File: src/rtl/cpu_reg_transfer_if.sv
// rtl/cpu_reg_transfer_if.sv - command handshake and register-file bus bundle for cpu_reg_transfer
interface cpu_reg_transfer_if #(
  parameter int WIDTH = 8,
  parameter int SEL_W = 3
);
  logic             req_valid;
  logic             req_ready;
  logic [1:0]       req_op;
  logic [SEL_W-1:0] req_src;
  logic [SEL_W-1:0] req_dst;
  logic [WIDTH-1:0] req_imm;
  logic             done;
  logic             err;
  logic [WIDTH-1:0] result;
  logic [SEL_W-1:0] rf_sel;
  logic             rf_we;
  logic             rf_oe;
  logic [WIDTH-1:0] bus_in;
  logic [WIDTH-1:0] bus_out;
  logic             bus_drive;

  modport slave (
    input  req_valid, req_op, req_src, req_dst, req_imm, bus_in,
    output req_ready, done, err, result, rf_sel, rf_we, rf_oe, bus_out, bus_drive
  );

  modport master (
    output req_valid, req_op, req_src, req_dst, req_imm, bus_in,
    input  req_ready, done, err, result, rf_sel, rf_we, rf_oe, bus_out, bus_drive
  );
endinterface

File: src/rtl/cpu_reg_transfer.sv
// rtl/cpu_reg_transfer.sv - register-file transfer sequencer (MOV/LDI/RD; SWAP when REG_XFER_SWAP_EN is defined)
module cpu_reg_transfer #(
  parameter int WIDTH = 8,
  parameter int SEL_W = 3
) (
  input  logic               clk,
  input  logic               reset_n,
  cpu_reg_transfer_if.slave  xfer
);
  localparam logic [1:0] OP_MOV = 2'b00;
  localparam logic [1:0] OP_LDI = 2'b01;
  localparam logic [1:0] OP_RD  = 2'b10;
`ifdef REG_XFER_SWAP_EN
  localparam logic [1:0] OP_SWAP = 2'b11;
`endif

  typedef enum logic [2:0] {
    IDLE    = 3'd0,
    READ_A  = 3'd1,
    READ_B  = 3'd2,
    WRITE_A = 3'd3,
    WRITE_B = 3'd4,
    DONE    = 3'd5
  } state_t;

  state_t           state, state_nx;
  logic [1:0]       op_q;
  logic [SEL_W-1:0] src_q, dst_q;
  logic [SEL_W-1:0] sel_q, sel_nx;
  logic [WIDTH-1:0] tmp0, result_q;
`ifdef REG_XFER_SWAP_EN
  logic [WIDTH-1:0] tmp1;
`endif
  logic             accept;

  assign accept = (state == IDLE) && xfer.req_valid;

  always_ff @(posedge clk or negedge reset_n) begin
    if (!reset_n) begin
      state    <= IDLE;
      op_q     <= '0;
      src_q    <= '0;
      dst_q    <= '0;
      sel_q    <= '0;
      tmp0     <= '0;
      result_q <= '0;
`ifdef REG_XFER_SWAP_EN
      tmp1     <= '0;
`endif
    end else begin
      state <= state_nx;
      sel_q <= sel_nx;
      if (accept) begin
        op_q  <= xfer.req_op;
        src_q <= xfer.req_src;
        dst_q <= xfer.req_dst;
        if (xfer.req_op == OP_LDI)
          tmp0 <= xfer.req_imm;
      end
      // READ_A feeds either the RD result or the first transfer temp
      if (state == READ_A) begin
        if (op_q == OP_RD)
          result_q <= xfer.bus_in;
        else
          tmp0 <= xfer.bus_in;
      end
`ifdef REG_XFER_SWAP_EN
      if (state == READ_B)
        tmp1 <= xfer.bus_in;
`endif
    end
  end

  // sel is loaded together with the state it belongs to, so it holds outside READ/WRITE
  always_comb begin
    state_nx = state;
    sel_nx   = sel_q;
    unique case (state)
      IDLE: begin
        if (xfer.req_valid) begin
          unique case (xfer.req_op)
            OP_MOV, OP_RD: begin state_nx = READ_A;  sel_nx = xfer.req_src; end
            OP_LDI:        begin state_nx = WRITE_A; sel_nx = xfer.req_dst; end
`ifdef REG_XFER_SWAP_EN
            OP_SWAP:       begin state_nx = READ_A;  sel_nx = xfer.req_src; end
`endif
            default:       state_nx = DONE;
          endcase
        end
      end
      READ_A: begin
        if (op_q == OP_RD) begin
          state_nx = DONE;
`ifdef REG_XFER_SWAP_EN
        end else if (op_q == OP_SWAP) begin
          state_nx = READ_B;
          sel_nx   = dst_q;
`endif
        end else begin
          state_nx = WRITE_A;
          sel_nx   = dst_q;
        end
      end
`ifdef REG_XFER_SWAP_EN
      READ_B: begin state_nx = WRITE_A; sel_nx = dst_q; end
      WRITE_A: begin
        if (op_q == OP_SWAP) begin
          state_nx = WRITE_B;
          sel_nx   = src_q;
        end else begin
          state_nx = DONE;
        end
      end
      WRITE_B: state_nx = DONE;
`else
      WRITE_A: state_nx = DONE;
`endif
      DONE:    state_nx = IDLE;
      default: state_nx = IDLE;
    endcase
  end

  assign xfer.req_ready = (state == IDLE);
  assign xfer.done      = (state == DONE);
  assign xfer.rf_sel    = sel_q;
  assign xfer.result    = result_q;
  assign xfer.rf_oe     = (state == READ_A) || (state == READ_B);
  assign xfer.rf_we     = (state == WRITE_A) || (state == WRITE_B);
  assign xfer.bus_drive = xfer.rf_we;
`ifdef REG_XFER_SWAP_EN
  assign xfer.err       = 1'b0;
  assign xfer.bus_out   = (state == WRITE_A) ? tmp0 : (state == WRITE_B) ? tmp1 : '0;
`else
  assign xfer.err       = (state == DONE) && (op_q == 2'b11);
  assign xfer.bus_out   = (state == WRITE_A) ? tmp0 : '0;
`endif
endmodule
File: src/flat_wrapper.sv
// flat-port wrapper written by rule: the top's interface ports become plain ports
module cpu_reg_transfer_flat 
#(
  parameter int WIDTH = 8,
  parameter int SEL_W = 3
)
  (clk, reset_n, xfer_req_valid, xfer_req_op, xfer_req_src, xfer_req_dst, xfer_req_imm, xfer_bus_in, xfer_req_ready, xfer_done, xfer_err, xfer_result, xfer_rf_sel, xfer_rf_we, xfer_rf_oe, xfer_bus_out, xfer_bus_drive);
  cpu_reg_transfer_if #(.WIDTH(WIDTH), .SEL_W(SEL_W)) xfer_i ();
  input  logic clk;
  input  logic reset_n;
  input wire logic [$bits(xfer_i.req_valid)-1:0] xfer_req_valid;
  input wire logic [$bits(xfer_i.req_op)-1:0] xfer_req_op;
  input wire logic [$bits(xfer_i.req_src)-1:0] xfer_req_src;
  input wire logic [$bits(xfer_i.req_dst)-1:0] xfer_req_dst;
  input wire logic [$bits(xfer_i.req_imm)-1:0] xfer_req_imm;
  input wire logic [$bits(xfer_i.bus_in)-1:0] xfer_bus_in;
  output wire logic [$bits(xfer_i.req_ready)-1:0] xfer_req_ready;
  output wire logic [$bits(xfer_i.done)-1:0] xfer_done;
  output wire logic [$bits(xfer_i.err)-1:0] xfer_err;
  output wire logic [$bits(xfer_i.result)-1:0] xfer_result;
  output wire logic [$bits(xfer_i.rf_sel)-1:0] xfer_rf_sel;
  output wire logic [$bits(xfer_i.rf_we)-1:0] xfer_rf_we;
  output wire logic [$bits(xfer_i.rf_oe)-1:0] xfer_rf_oe;
  output wire logic [$bits(xfer_i.bus_out)-1:0] xfer_bus_out;
  output wire logic [$bits(xfer_i.bus_drive)-1:0] xfer_bus_drive;
  assign xfer_i.req_valid = xfer_req_valid;
  assign xfer_i.req_op = xfer_req_op;
  assign xfer_i.req_src = xfer_req_src;
  assign xfer_i.req_dst = xfer_req_dst;
  assign xfer_i.req_imm = xfer_req_imm;
  assign xfer_i.bus_in = xfer_bus_in;
  assign xfer_req_ready = xfer_i.req_ready;
  assign xfer_done = xfer_i.done;
  assign xfer_err = xfer_i.err;
  assign xfer_result = xfer_i.result;
  assign xfer_rf_sel = xfer_i.rf_sel;
  assign xfer_rf_we = xfer_i.rf_we;
  assign xfer_rf_oe = xfer_i.rf_oe;
  assign xfer_bus_out = xfer_i.bus_out;
  assign xfer_bus_drive = xfer_i.bus_drive;
  cpu_reg_transfer #(.WIDTH(WIDTH), .SEL_W(SEL_W)) u_core (.clk(clk), .reset_n(reset_n), .xfer(xfer_i));
endmodule
File: config.mk
export PLATFORM = sky130hd
export DESIGN_NAME = cpu_reg_transfer_flat
export DESIGN_NICKNAME = d
export VERILOG_FILES = /design/src/rtl/cpu_reg_transfer_if.sv /design/src/rtl/cpu_reg_transfer.sv /design/src/flat_wrapper.sv
export SDC_FILE = /design/constraint.sdc
export NUM_CORES = 1
export LEC_CHECK = 0
export ABC_AREA = 0
export BUFFER_PORTS_ARGS = -buffer_cell sky130_fd_sc_hd__clkbuf_2
export CORE_MARGIN = 5
export CORE_UTILIZATION = 44
export CTS_CLUSTER_DIAMETER = 200
export DETAILED_ROUTE_END_ITERATION = 10
export PLACE_DENSITY = 0.75
export SETUP_SLACK_MARGIN = 0.4
export SLEW_MARGIN = 20
export SYNTH_ARGS = -nofsm -noshare
export SYNTH_HDL_FRONTEND = slang
export SYNTH_SLANG_ARGS = --single-unit
File: constraint.sdc
create_clock -name clk -period 1.55 [get_ports clk]
set_clock_uncertainty 0.05 [all_clocks]
set_input_delay 0.31 -clock clk [delete_from_list [all_inputs] [get_ports clk]]
set_output_delay 0.31 -clock clk [all_outputs]
set_load 0.01 [all_outputs]
==> results.toml <==
[status]
outcome = "complete, but fails checks"
violations = "negative setup slack"

[setup_path]
r2r_start = "u_core.state[0]$_DFFE_PN0P_"
cp_max_fo = 6
critical_path_class = "register to primary output"
startpoint_type = "register"
reg2reg_to = "u_core.xfer.rf_sel[2]$_DFFE_PN0P_"
critPathArrivalTime_ns = 1.50
worstPathRequired_ns = 1.19
end_kind = "primary output"
reg2reg_depth = 7
r2r_slack_ns = -0.27

[synthesis]
async_flop_share_pct = 100
seq_area_frac_synth_pct = 47.2
synth_top_cell_by_area = "dfrtp_1"
postSynthCellCount = 146
ys_ff_latch = 27
yosys_warnings = 0
synth.distinct_cells = 33
synth_edf_count = 0
synth.avg_cell_area_sq_um = 9.80
yosys-top-cells-area = "dfrtp_1, mux2_2, nand2_1, a31oi_1, and3b_1"
synth_fp_nets = 173
synth_flop_cell = "dfrtp_1"
syn_area_sq_um = 1430
yosysTopAreaCellShare_pct = 47.2

[floorplan]
die_area_sq_um = 4490
num_rows = 20
core-area_sq_um = 3080
chipWidth_microns = 67.0
start_util_pct = 46.5
die_h_microns = 67.0
io_pins = 52

[place]
portBuffers = 51
gp_congestion = 0.776
dp_hpwl_mm = 2.94
place_inst = 251

[power]
leakagePower_nw = 1.16
p_per_area_nw_per_um2 = 2050
peakVddDrop_v = 0.000980
p_total_mw = 5.16

[drt]
drt_wl_total_mm = 5.52
ant_nets = 0
post_drt_wl_per_cell_microns = 19.7
dr.pass1.iters = 4
vias = 1625
viasPerCell = 5.80
drtIter0Drc = 78
drc_errors = 0

[finish]
multiInputGateArea_sq_um = 966
antennaDiodeCount = 0
synthToLayoutAreaGrowth_pct = 75.6
regArea_sq_um = 676
fin_nets = 264
layout-drive-gt1-share_pct = 68.2
fin_cells = 280
filler_cell_count = 181

[clock_tree]
h-tree-depth = 1
clockRootBuffer = "clkbuf_4"
clk_path_buf_depth = 2
clk_transition_reported_paths_ns = 0.15
cts_tree = "done"
cts_buffers = 3
cts_sinks = 27
insertion_delay_ns = 0.33

[min_path]
worstHoldStart = "xfer_req_dst[0]"
hp-class = "input pin to register"
holdPathEnd = "u_core.dst_q[0]$_DFFE_PN0N_"
hold_depth = 3

[sta]
setup_tns_ns = -6.93
hold_viol_final = 0
timing.final.crit_share_pct = 120
fmax_mhz = 538
finalMaxSlewViolations = 0
slew_headroom_pct = 58.8
fin_crit_ns = 1.86
finalSetupViolCount = 39
rsz0062_at_grt = "yes"
setup_ws_ns = -0.310
worst_pin_slew_ns = 0.617

[grt]
grt_max_degree = 28
overflow = 0
antenna_found_initial = 0
track_usage_pct = 19.6
grt_pass1_vias = 1485
grt_first_pass_wirelength_mm = 6.79

[run]
drv_cap = 0
worst max-delay path: stages (launching register included):
cell and delay, ns:
dfrtp_1 0.42, buf_6 0.13, and3b_2 0.22, buf_6 0.14, and2_4 0.14, buf_6 0.11
metal layers:
layer / vias up / global-route usage [%] / part of all wire, % / wire, microns
met5: - / 0 / 0 / 0
met4: 0 / 8.86 / 5.4 / 300
met3: 28 / 2.70 / 7.0 / 389
met2: 107 / 33.6 / 50 / 2740
met1: 780 / 24.0 / 38 / 2100
li1: 710 / - / - / -
cell usage in the layout (no fill, tap or decap), drive strengths merged:
master / synthesis / final
or2: 2 / 2
a211oi: 3 / 3
and3: 1 / 1
dlygate4sd3: 0 / 1
o41ai: 3 / 3
or4: 1 / 1
or3b: 1 / 1
nor3: 9 / 9
buf: 5 / 67
o21bai: 1 / 1
a31oi: 9 / 9
nor4b: 1 / 1
o21ai: 8 / 8
xnor2: 1 / 1
and2: 8 / 8
nor3b: 2 / 2
nand2b: 2 / 3
nor2: 5 / 5
clkbuf: 7 / 32
nand2: 17 / 18
mux2: 8 / 8
a21oi: 2 / 2
and3b: 7 / 7
dfrtp: 27 / 27
nor2b: 3 / 3
inv: 1 / 1
nand3: 8 / 8
o31ai: 3 / 3
or4b: 1 / 1
sequential cells by signal (all words and copies together) (netlist names):
register,cells
u_core.tmp0,8
u_core.state,3
u_core.op_q,2
u_core.dst_q,3
u_core.xfer.result,8
u_core.xfer.rf_sel,3
stage by stage:
stage	util [%]	cell area [sq um]	worst slack, ns	hold slack [ns]
floorplan	-	1510	-0.00775	-0.0356
global placement	61.2	1880	-0.00518	0.310
detailed placement	61.2	1880	-0.0798	0.331
CTS	67.2	2070	-0.283	0.141
global route	81.6	2510	-0.366	0.141
finish	81.6	2510	-0.310	0.144
layout make-up:
cell class / instances / share of cell area [%]
flip-flops and latches: 27 / 26.9
repair buffers: 96 / 31.2
well taps: 44 / 2.19
multi-input cells: 108 / 38.5
clock buffers: 4 / 1.05
inverters: 1 / 0.149
what timing repair did:
action                                  4_1_cts  5_1_grt
buffers inserted                              8       12
resized for setup                            17       97
hold endpoints to repair                     27        0
endpoints found under the setup margin       51       79
cloned                                        0        4
hold buffers                                  1        0
pin swaps                                     7       31
where the power goes:
group | switching, mW | internal (mW)
clock network | 0.214 | 0.101
registers | 0.218 | 1.05
logic | 1.68 | 1.90
total | 2.11 | 3.05
cells by family (layout without fill, tap and decap cells):
logic type      Yosys count  in the layout  share of synthesized area [%]
buf+inv                  13            101                           5.07
simple gates             68             70                           27.8
xor+xnor                  1              1                          0.613
compound gates           29             29                           12.9
flops                    27             27                           47.2
mux                       8              8                           6.30
Yosys cell counts, types with 3 or more instances:
cell / number
and2_1: 8
a211oi_1: 3
and3b_1: 6
nand3_1: 8
nor3_1: 9
a31oi_1: 9
nor2b_1: 3
nand2_1: 17
o31ai_1: 3
mux2_2: 8
dfrtp_1: 27
o21ai_0: 8
nor2_1: 5
o41ai_1: 3
clkbuf_1: 7
worst max-delay path by stage:
| stage | endpoint | slack (ns) | cells past startpoint | start |
|---|---|---|---|---|
| 2_1_floorplan | u_core.xfer.rf_sel[2]$_DFFE_PN0P_ | -0.008 | 4 | u_core.state[0]$_DFFE_PN0P_ |
| 3_5_place_dp | u_core.tmp0[6]$_DFF_PN0_ | -0.08 | 3 | u_core.state[2]$_DFFE_PN0P_ |
| 5_1_grt | xfer_bus_out[6] | -0.37 | 4 | u_core.state[2]$_DFFE_PN0P_ |
| 6_report | xfer_bus_out[4] | -0.31 | 5 | u_core.state[0]$_DFFE_PN0P_ |
| 4_1_cts | xfer_bus_out[4] | -0.28 | 5 | u_core.state[0]$_DFFE_PN0P_ |
| 3_3_place_gp | u_core.tmp0[6]$_DFF_PN0_ | -0.005 | 3 | u_core.state[2]$_DFFE_PN0P_ |
Note: power is estimated with default switching activity, not from simulation.
